===== src/rtl/itch_message_dispatcher_pkg.sv =====
// Shared definitions for the ITCH framing front end: type codes, the minimum
// legal length field, the walker state encoding and the start-strobe vector.
package itch_pkg;

    // Smallest legal length-field value (type byte plus a minimal body).
    localparam int MIN_LEN_DEFAULT = 9;

    // Type bytes that have a dedicated downstream parser.
    localparam logic [7:0] TYPE_ORDER_BOOK = 8'h4F;  // 'O'
    localparam logic [7:0] TYPE_ADD        = 8'h41;  // 'A'
    localparam logic [7:0] TYPE_EXECUTED   = 8'h45;  // 'E'
    localparam logic [7:0] TYPE_DELETE     = 8'h44;  // 'D'

    // Byte-walker state.
    typedef enum logic [1:0] {
        HDR  = 2'd0,
        BODY = 2'd1,
        ERR  = 2'd2
    } disp_state_e;

    // One-hot start vector, one bit per downstream parser.
    typedef struct packed {
        logic order_book;
        logic add;
        logic executed;
        logic del;
        logic other;
    } start_vec_t;

endpackage


===== src/rtl/itch_message_dispatcher_if.sv =====
// Stream-side and parser-side signals of the dispatcher. The slave modport is
// the dispatcher itself; the master modport is whoever feeds the stream and
// observes the strobes.
interface itch_message_dispatcher_if;

    logic [63:0] dataIn;
    logic        dataValid;
    logic [63:0] dataOut;
    logic        dataOutValid;
    logic        startOrderBookState;
    logic        startAddOrder;
    logic        startExecuted;
    logic        startDelete;
    logic        startOther;
    logic [5:0]  trackerOut;
    logic [7:0]  msgType;
    logic [15:0] msgLength;
    logic [31:0] msgCount;
    logic        errLength;

    modport master (
        output dataIn, dataValid,
        input  dataOut, dataOutValid,
        input  startOrderBookState, startAddOrder, startExecuted, startDelete, startOther,
        input  trackerOut, msgType, msgLength, msgCount, errLength
    );

    modport slave (
        input  dataIn, dataValid,
        output dataOut, dataOutValid,
        output startOrderBookState, startAddOrder, startExecuted, startDelete, startOther,
        output trackerOut, msgType, msgLength, msgCount, errLength
    );

endinterface


===== src/rtl/itch_message_dispatcher_type_decoder.sv =====
// Combinational map from an ITCH type byte to a one-hot parser start vector.
// Anything without a dedicated parser goes to the "other" parser.
module itch_type_decoder
    import itch_pkg::*;
(
    input  logic [7:0] type_i,
    output start_vec_t start_o
);

    // Pick exactly one parser for the given type byte.
    always_comb begin
        start_o = '0;
        unique case (type_i)
            TYPE_ORDER_BOOK: start_o.order_book = 1'b1;
            TYPE_ADD:        start_o.add        = 1'b1;
            TYPE_EXECUTED:   start_o.executed   = 1'b1;
            TYPE_DELETE:     start_o.del        = 1'b1;
            default:         start_o.other      = 1'b1;
        endcase
    end

endmodule


===== src/rtl/itch_message_dispatcher.sv =====
// Framing stage for a back-to-back stream of length-prefixed ITCH messages.
// Walks all eight bytes of each accepted word in one cycle, tracks the 2-byte
// length prefix and type byte (which may straddle a word boundary), skips the
// body, and fires a start strobe aligned with the one-word-delayed copy of the
// word that holds the first body byte.
module itch_message_dispatcher
    import itch_pkg::*;
#(
    parameter int MIN_LEN = MIN_LEN_DEFAULT
) (
    input  logic                        clk,
    input  logic                        rst,
    itch_message_dispatcher_if.slave    bus
);

    // Walker state. pend_q marks a type byte taken at byte 7: its body starts
    // at byte 0 of the next accepted word, so the strobe rides with that word.
    disp_state_e st_q, st_d;
    logic [1:0]  hdrCnt_q, hdrCnt_d;
    logic [7:0]  lenHi_q, lenHi_d;
    logic [15:0] len_q, len_d;
    logic [15:0] bytesLeft_q, bytesLeft_d;
    logic        pend_q, pend_d;
    logic [7:0]  pendType_q, pendType_d;

    // Output registers.
    logic [63:0] dataOut_q;
    logic        dataOutValid_q;
    start_vec_t  strobe_q;
    logic [5:0]  tracker_q;
    logic [7:0]  msgType_q;
    logic [15:0] msgLength_q;
    logic [31:0] msgCount_q;
    logic        errLength_q;

    // Per-word results of the byte walk.
    logic        fire;
    logic [7:0]  fireType;
    logic [15:0] fireLen;
    logic [5:0]  fireTrk;
    logic [7:0]  byte_v;
    start_vec_t  startVec;

    // Walk the eight bytes of the current word in stream order. L >= MIN_LEN
    // guarantees at most one body start per word, so a single fire slot is
    // enough.
    always_comb begin
        st_d        = st_q;
        hdrCnt_d    = hdrCnt_q;
        lenHi_d     = lenHi_q;
        len_d       = len_q;
        bytesLeft_d = bytesLeft_q;
        pend_d      = 1'b0;
        pendType_d  = pendType_q;
        fire        = 1'b0;
        fireType    = pendType_q;
        fireLen     = len_q;
        fireTrk     = '0;
        byte_v      = '0;

        // Body of the message whose type byte closed the previous word
        // starts right here at byte 0.
        if (pend_q) begin
            fire = 1'b1;
        end

        for (int k = 0; k < 8; k++) begin
            byte_v = bus.dataIn[8*k +: 8];
            unique case (st_d)
                HDR: begin
                    if (hdrCnt_d == 2'd0) begin
                        lenHi_d  = byte_v;
                        hdrCnt_d = 2'd1;
                    end else if (hdrCnt_d == 2'd1) begin
                        len_d    = {lenHi_d, byte_v};
                        hdrCnt_d = 2'd2;
                        if ({lenHi_d, byte_v} < 16'(MIN_LEN)) begin
                            st_d     = ERR;
                            hdrCnt_d = 2'd0;
                        end
                    end else begin
                        // Type byte: body follows immediately.
                        hdrCnt_d    = 2'd0;
                        bytesLeft_d = len_d - 16'd1;
                        st_d        = BODY;
                        if (k == 7) begin
                            pend_d     = 1'b1;
                            pendType_d = byte_v;
                        end else begin
                            fire     = 1'b1;
                            fireType = byte_v;
                            fireLen  = len_d;
                            fireTrk  = 6'((k + 1) * 8);
                        end
                    end
                end
                BODY: begin
                    bytesLeft_d = bytesLeft_d - 16'd1;
                    if (bytesLeft_d == 16'd0) begin
                        st_d = HDR;
                    end
                end
                default: begin
                    // Framing lost: ignore everything until reset.
                end
            endcase
        end
    end

    itch_type_decoder u_type_decoder (
        .type_i  (fireType),
        .start_o (startVec)
    );

    // Advance the walker only on accepted words; idle cycles hold everything.
    always_ff @(posedge clk) begin
        if (rst) begin
            st_q        <= HDR;
            hdrCnt_q    <= '0;
            lenHi_q     <= '0;
            len_q       <= '0;
            bytesLeft_q <= '0;
            pend_q      <= 1'b0;
            pendType_q  <= '0;
        end else if (bus.dataValid) begin
            st_q        <= st_d;
            hdrCnt_q    <= hdrCnt_d;
            lenHi_q     <= lenHi_d;
            len_q       <= len_d;
            bytesLeft_q <= bytesLeft_d;
            pend_q      <= pend_d;
            pendType_q  <= pendType_d;
        end
    end

    // Delayed data plus strobe/metadata registers, all updated together.
    always_ff @(posedge clk) begin
        if (rst) begin
            dataOut_q      <= '0;
            dataOutValid_q <= 1'b0;
            strobe_q       <= '0;
            tracker_q      <= '0;
            msgType_q      <= '0;
            msgLength_q    <= '0;
            msgCount_q     <= '0;
            errLength_q    <= 1'b0;
        end else begin
            dataOutValid_q <= bus.dataValid;
            strobe_q       <= '0;
            if (bus.dataValid) begin
                dataOut_q <= bus.dataIn;
                if (st_d == ERR) begin
                    errLength_q <= 1'b1;
                end
                if (fire) begin
                    strobe_q    <= startVec;
                    tracker_q   <= fireTrk;
                    msgType_q   <= fireType;
                    msgLength_q <= fireLen;
                    msgCount_q  <= msgCount_q + 32'd1;
                end
            end
        end
    end

    assign bus.dataOut             = dataOut_q;
    assign bus.dataOutValid        = dataOutValid_q;
    assign bus.startOrderBookState = strobe_q.order_book;
    assign bus.startAddOrder       = strobe_q.add;
    assign bus.startExecuted       = strobe_q.executed;
    assign bus.startDelete         = strobe_q.del;
    assign bus.startOther          = strobe_q.other;
    assign bus.trackerOut          = tracker_q;
    assign bus.msgType             = msgType_q;
    assign bus.msgLength           = msgLength_q;
    assign bus.msgCount            = msgCount_q;
    assign bus.errLength           = errLength_q;

endmodule


===== src/flat_wrapper.sv =====
// flat-port wrapper written by rule: the top's interface ports become plain ports
module itch_message_dispatcher_flat import itch_pkg::*;
#(
    parameter int MIN_LEN = MIN_LEN_DEFAULT
)
  (clk, rst, bus_dataIn, bus_dataValid, bus_dataOut, bus_dataOutValid, bus_startOrderBookState, bus_startAddOrder, bus_startExecuted, bus_startDelete, bus_startOther, bus_trackerOut, bus_msgType, bus_msgLength, bus_msgCount, bus_errLength);
  itch_message_dispatcher_if bus_i ();
  input  logic clk;
  input  logic rst;
  input wire logic [$bits(bus_i.dataIn)-1:0] bus_dataIn;
  input wire logic [$bits(bus_i.dataValid)-1:0] bus_dataValid;
  output wire logic [$bits(bus_i.dataOut)-1:0] bus_dataOut;
  output wire logic [$bits(bus_i.dataOutValid)-1:0] bus_dataOutValid;
  output wire logic [$bits(bus_i.startOrderBookState)-1:0] bus_startOrderBookState;
  output wire logic [$bits(bus_i.startAddOrder)-1:0] bus_startAddOrder;
  output wire logic [$bits(bus_i.startExecuted)-1:0] bus_startExecuted;
  output wire logic [$bits(bus_i.startDelete)-1:0] bus_startDelete;
  output wire logic [$bits(bus_i.startOther)-1:0] bus_startOther;
  output wire logic [$bits(bus_i.trackerOut)-1:0] bus_trackerOut;
  output wire logic [$bits(bus_i.msgType)-1:0] bus_msgType;
  output wire logic [$bits(bus_i.msgLength)-1:0] bus_msgLength;
  output wire logic [$bits(bus_i.msgCount)-1:0] bus_msgCount;
  output wire logic [$bits(bus_i.errLength)-1:0] bus_errLength;
  assign bus_i.dataIn = bus_dataIn;
  assign bus_i.dataValid = bus_dataValid;
  assign bus_dataOut = bus_i.dataOut;
  assign bus_dataOutValid = bus_i.dataOutValid;
  assign bus_startOrderBookState = bus_i.startOrderBookState;
  assign bus_startAddOrder = bus_i.startAddOrder;
  assign bus_startExecuted = bus_i.startExecuted;
  assign bus_startDelete = bus_i.startDelete;
  assign bus_startOther = bus_i.startOther;
  assign bus_trackerOut = bus_i.trackerOut;
  assign bus_msgType = bus_i.msgType;
  assign bus_msgLength = bus_i.msgLength;
  assign bus_msgCount = bus_i.msgCount;
  assign bus_errLength = bus_i.errLength;
  itch_message_dispatcher #(.MIN_LEN(MIN_LEN)) u_core (.clk(clk), .rst(rst), .bus(bus_i));
endmodule

===== config.mk =====
export PLATFORM = sky130hd
export DESIGN_NAME = itch_message_dispatcher_flat
export DESIGN_NICKNAME = d
export VERILOG_FILES = /design/src/rtl/itch_message_dispatcher_pkg.sv /design/src/rtl/itch_message_dispatcher_if.sv /design/src/rtl/itch_message_dispatcher_type_decoder.sv /design/src/rtl/itch_message_dispatcher.sv /design/src/flat_wrapper.sv
export SDC_FILE = /design/constraint.sdc
export NUM_CORES = 1
export LEC_CHECK = 0
export ABC_AREA = 1
export CELL_PAD_IN_SITES_DETAIL_PLACEMENT = 1
export CELL_PAD_IN_SITES_GLOBAL_PLACEMENT = 1
export CORE_MARGIN = 2
export CORE_UTILIZATION = 37
export CTS_CLUSTER_SIZE = 30
export DETAILED_ROUTE_END_ITERATION = 12
export GPL_TIMING_DRIVEN = 1
export PLACE_DENSITY_LB_ADDON = 0.25
export SLEW_MARGIN = 10
export SYNTH_ARGS = -nofsm -noshare
export SYNTH_HDL_FRONTEND = slang
export SYNTH_SLANG_ARGS = --single-unit

===== constraint.sdc =====
create_clock -name clk -period 7.3 [get_ports clk]
set_input_delay 1.46 -clock clk [delete_from_list [all_inputs] [get_ports clk]]
set_output_delay 1.46 -clock clk [all_outputs]
set_load 0.005 [all_outputs]

==> results.md, run 1 <==
* Post-synthesis sequential area ratio at 0.148
* Largest family of logic cells by synthesized area: simple AND/OR/NAND/NOR gates
* Die height at 263 um
* Post-Synth XOR/XNOR Area at 0.00708
* Yosys cell types at 67
* Pin count of the biggest net entering global routing at 89
* Mux cell area share after synthesis at 0.00162
* Placed Instance Area at 36,300 sq um
* Clock Tree Buf Depth at 2
* Worst endpoint after global-route timing repair: u_core.st_q[0]$_SDFFE_PP0P_/D
* Most common flop cell mapped by yosys: dfxtp_1
* DP HPWL at 129,000 um
* H-tree level count at 4
* Row count at 94
* Top Ports at 200
* Cells after Synth at 4,579
* Die extent in x at 263 um
* EDFF count, synth at 0
* #FFs+latches synth at 183
* Initial Utilization at 0.375
* Mean Syn Cell Area at 5.40 sq um
* Post-Synth Simple-Gate Area at 0.534
* Fail Step: global routing (5_1_grt)
* Gr usage total at 0.901
* Async SR Flop Fraction at 0
* Synthesized cell area at roughly 25,000 sq um
* Syn. warnings at 0
* Worst endpoint type: register input
* CTS root buf: clkbuf_16
* GPL Wtd Cong at 1.06
* IO buf count at 196
* Synth Area in Compound Gates at 0.171
* Synth Area in Adders at 0.0126
* Hold buffers post-CTS at 0
* Clock Sinks at between 150 and 200
* Total congestion overflow at 2,469
* Run status: stopped before the end
* Num CTS Buffers at 17
* Tool error: [ERROR GRT-0232] Routing congestion too high. Check the congestion heatmap in the GUI.
-- layer usage --
layer,GRT overflow,global-route usage
met5,7,0.398
met4,629,0.998
met3,43,0.740
met2,1762,1.10
met1,28,0.848
-- what timing repair did --
item                                    in CTS
buffers inserted                           113
endpoints found under the hold margin        0
resized for setup                          678
pin swaps                                  214
endpoints found under the setup margin     118
gates cloned                                12
-- synthesized netlist by cell type (69+ instances only) --
cell      instances  share of area
nand3_1         448          0.091
nand2_1        1427           0.22
nor2_2           95          0.024
o21ai_0         246          0.050
nand2_2          69          0.017
nand4_1         102          0.026
clkbuf_1         74          0.011
o21ai_1         130          0.026
dfxtp_1         183           0.15
nor2_1          509          0.077
inv_1           437          0.066
a21oi_1         243          0.049
inv_2            99          0.015
-- kinds of logic after synthesis --
logic type,count (synthesis)
AND/OR/NAND/NOR,2876
AO/OA/AOI/OAI,754
buffers and inverters,716
flip-flops,183
adder cells (fa/ha/maj),25
XOR/XNOR,20
multiplexers,4
other,1
-- per-stage QoR --
step | TNS (ps) | setup slack (ps) | util | std cells | hold WS (ps)
CTS | -54150 | -749 | 0.613 | 6852 | 491
detailed placement | -222780 | -2410 | 0.550 | 6699 | 476
global placement | -189420 | -2040 | 0.550 | 6699 | 454
floorplan | -11220 | -337 | - | 4581 | 425
==> inputs of run 2 (changes only) <==
Settings changed: CELL_PAD_IN_SITES_DETAIL_PLACEMENT 1 to not set, CELL_PAD_IN_SITES_GLOBAL_PLACEMENT 1 to not set, CORE_UTILIZATION 37 to 28, CTS_CLUSTER_SIZE 30 to not set, PLACE_DENSITY_LB_ADDON 0.25 to 0.15.
Clock period 7.3 ns to 9.5 ns, I/O delays scaled along.
==> results.md, run 2 <==
* Post-synthesis sequential area ratio at 0.148
* Post-route core utilization at 0.399
* Row count at 108
* Commonest non-fill, non-tap cell in the layout: nand2_1
* CTS root buf: clkbuf_16
* DP HPWL at 117,000 um
* Max cap viols at 0
* Total congestion overflow at 0
* Routed Antenna Nets at 0
* CP delay by family, top: simple AND/OR/NAND/NOR gates
* Worst-path clk slew at ~90 ps
* Num CTS Buffers at 17
* DRT iter0 DRCs at 3,341
* Clock Sinks at 183
* Gr usage total at 0.299
* Max reg flops at 64
* EDFF count, synth at 0
* Layout area overhead at 40.6%
* Initial Utilization at 0.284
* Final hold vios at 0
* First-pass GRT wire length at slightly above 200,000 um
* #FFs+latches synth at 183
* Final WS setup at between 300 and 400 ps
* Rel. slew slack at 0.178
* Arr. time, crit path at 9580 ps
* Synth top area cells: nand2_1 (22%), dfxtp_1 (15%), nand3_1 (9.1%)
* Mean Syn Cell Area at 5.40 sq um
* Yosys cell types at 67
* Post-synth top area cell: nand2_1
* H-tree level count at 4
* Vias in the first global route at a little over 30k
* IO buf count at between 150 and 200
* Count of final max-slew check failures at 0
* Antenna violations before repair at 3
* CTS tree: done
* Part of the cycle the worst path needs at 0.958
* Fmax at ~110 MHz
* Syn. warnings at 0
* Run status: finished clean
* Min cycle time layout at 9110 ps
* Cells after Synth at 4,579
* FILL cells at 9,809
* Pre-CTS WS at -340 ps
* Top Ports at 200
* Finished Layout Cells at 6,629
* Worst Hold Class: flop to flop
* Worst setup SP type: input port
* Nets@finish at ~5.6k
* Async SR Flop Fraction at 0
* Crit-path max FO at 12
* Most frequent cells in the layout: nand2_1 (1,396), buf_4 (813), nor2_1 (455)
* Slowest stage cell, crit path: clkdlybuf4s50_1
* Core box area at 87,200 sq um
* Post-Route WL at 139,000 um
* Worst Setup Path Type: input port to flop
* Share of cells above drive strength 1 at 0.260
* Routed len/inst at 21.0 um
* First drt pass iteration count at 6
* CP Capture Type: flop
* Synthesized cell area at 24,700 sq um
* GPL Wtd Cong at 1.02
* Most frequent cell on the critical path: nand2_1
* Most common flop cell mapped by yosys: dfxtp_1
* Most frequent cell after synthesis: nand2_1
* Final setup viols at 0
* Clock Tree Buf Depth at 2
* Die extent in x at 301 um
* # placed instances at 6,572
* Die height at 301 um
* Top cells by count, synth: nand2_1 (1,427), nor2_1 (509), nand3_1 (448)
* Slowest stage delay, CP at 440 ps
* Pin count of the biggest net entering global routing at 90
* # DRC at 0
* Vias at ~34k
* Post-DR vias/cell at 5.06
* Tightest Pin Transition at 1220 ps
* Buf/Inv on CP at 15
* Synth top area share at 0.217
* Worst path required time at 9980 ps
* Total Die Area at between 90,000 and 100,000 sq um
* Setup Skew at 16.7 ps
* Later-pin clock latency in the skew report at 530 ps
-- run 2: logic make-up (layout without fill, tap and decap cells) --
logic type,after synthesis,after routing,share of synthesized area
other,1,5,0.000152
buffers and inverters,716,1606,0.125
AO/OA/AOI/OAI,754,754,0.171
adder cells (fa/ha/maj),25,25,0.0126
flip-flops,183,183,0.148
multiplexers,4,4,0.00162
XOR/XNOR,20,20,0.00708
AND/OR/NAND/NOR,2876,2877,0.534
-- run 2: final timing paths --
check / from / end / slack (ps) / cells past startpoint
max: bus_dataIn[5] / u_core.bytesLeft_q[3] / 390 / 61
min: u_core.pendType_q[3] / u_core.pendType_q[3] / 450 / 2
max reg2reg: u_core.st_q[1] / u_core.bytesLeft_q[3] / 710 / 65
min reg2reg: u_core.pendType_q[3] / u_core.pendType_q[3] / 450 / 2
-- run 2: layout make-up --
type | count | area, sq um | share of cell area
Inverter | 550 | 2100 | 0.0604
Sequential cell | 183 | 3660 | 0.105
Timing Repair Buffer | 1024 | 8360 | 0.240
Multi-Input combinational cell | 3683 | 18600 | 0.534
Clock inverter | 15 | 191 | 0.00551
Tap cell | 1155 | 1450 | 0.0416
Antenna cell | 2 | 5.00 | 0.000144
Clock buffer | 17 | 425 | 0.0122
-- run 2: metal layers --
metal	share of wire	up-vias	global-route usage
li1	-	16600	-
met1	0.46	15600	0.413
met2	0.44	1132	0.471
met3	0.055	197	0.0339
met4	0.044	0	0.125
met5	0	-	0
-- run 2: timing repair --
item | in CTS | in global routing
endpoints found under the setup margin | 0 | 104
hold buffers | 0 | 0
setup buffers | 0 | 22
resized for setup | 0 | 188
-- run 2: metrics by stage --
stage          hold WS (ps)  TNS (ps)  cell area [sq um]
2_1_floorplan           425         0              24700
3_3_place_gp            441    -11930              33400
3_5_place_dp            444     -9400              33400
4_1_cts                 457         0              34000
5_1_grt                 476      -164              34800
6_report                453         0              34800
-- run 2: worst reg2reg max path: cells and delay by family (launching register included) --
| kind | cells | cell delay [ps] |
|---|---|---|
| compound gates | 4 | 700 |
| flops | 1 | 550 |
| fa+ha+maj | 3 | 630 |
| buf+inv | 13 | 1400 |
| simple gates | 45 | 5440 |
Power of run 2 is not shown: default switching activity piles up to over one toggle a cycle in this logic, so the estimate is an artifact.
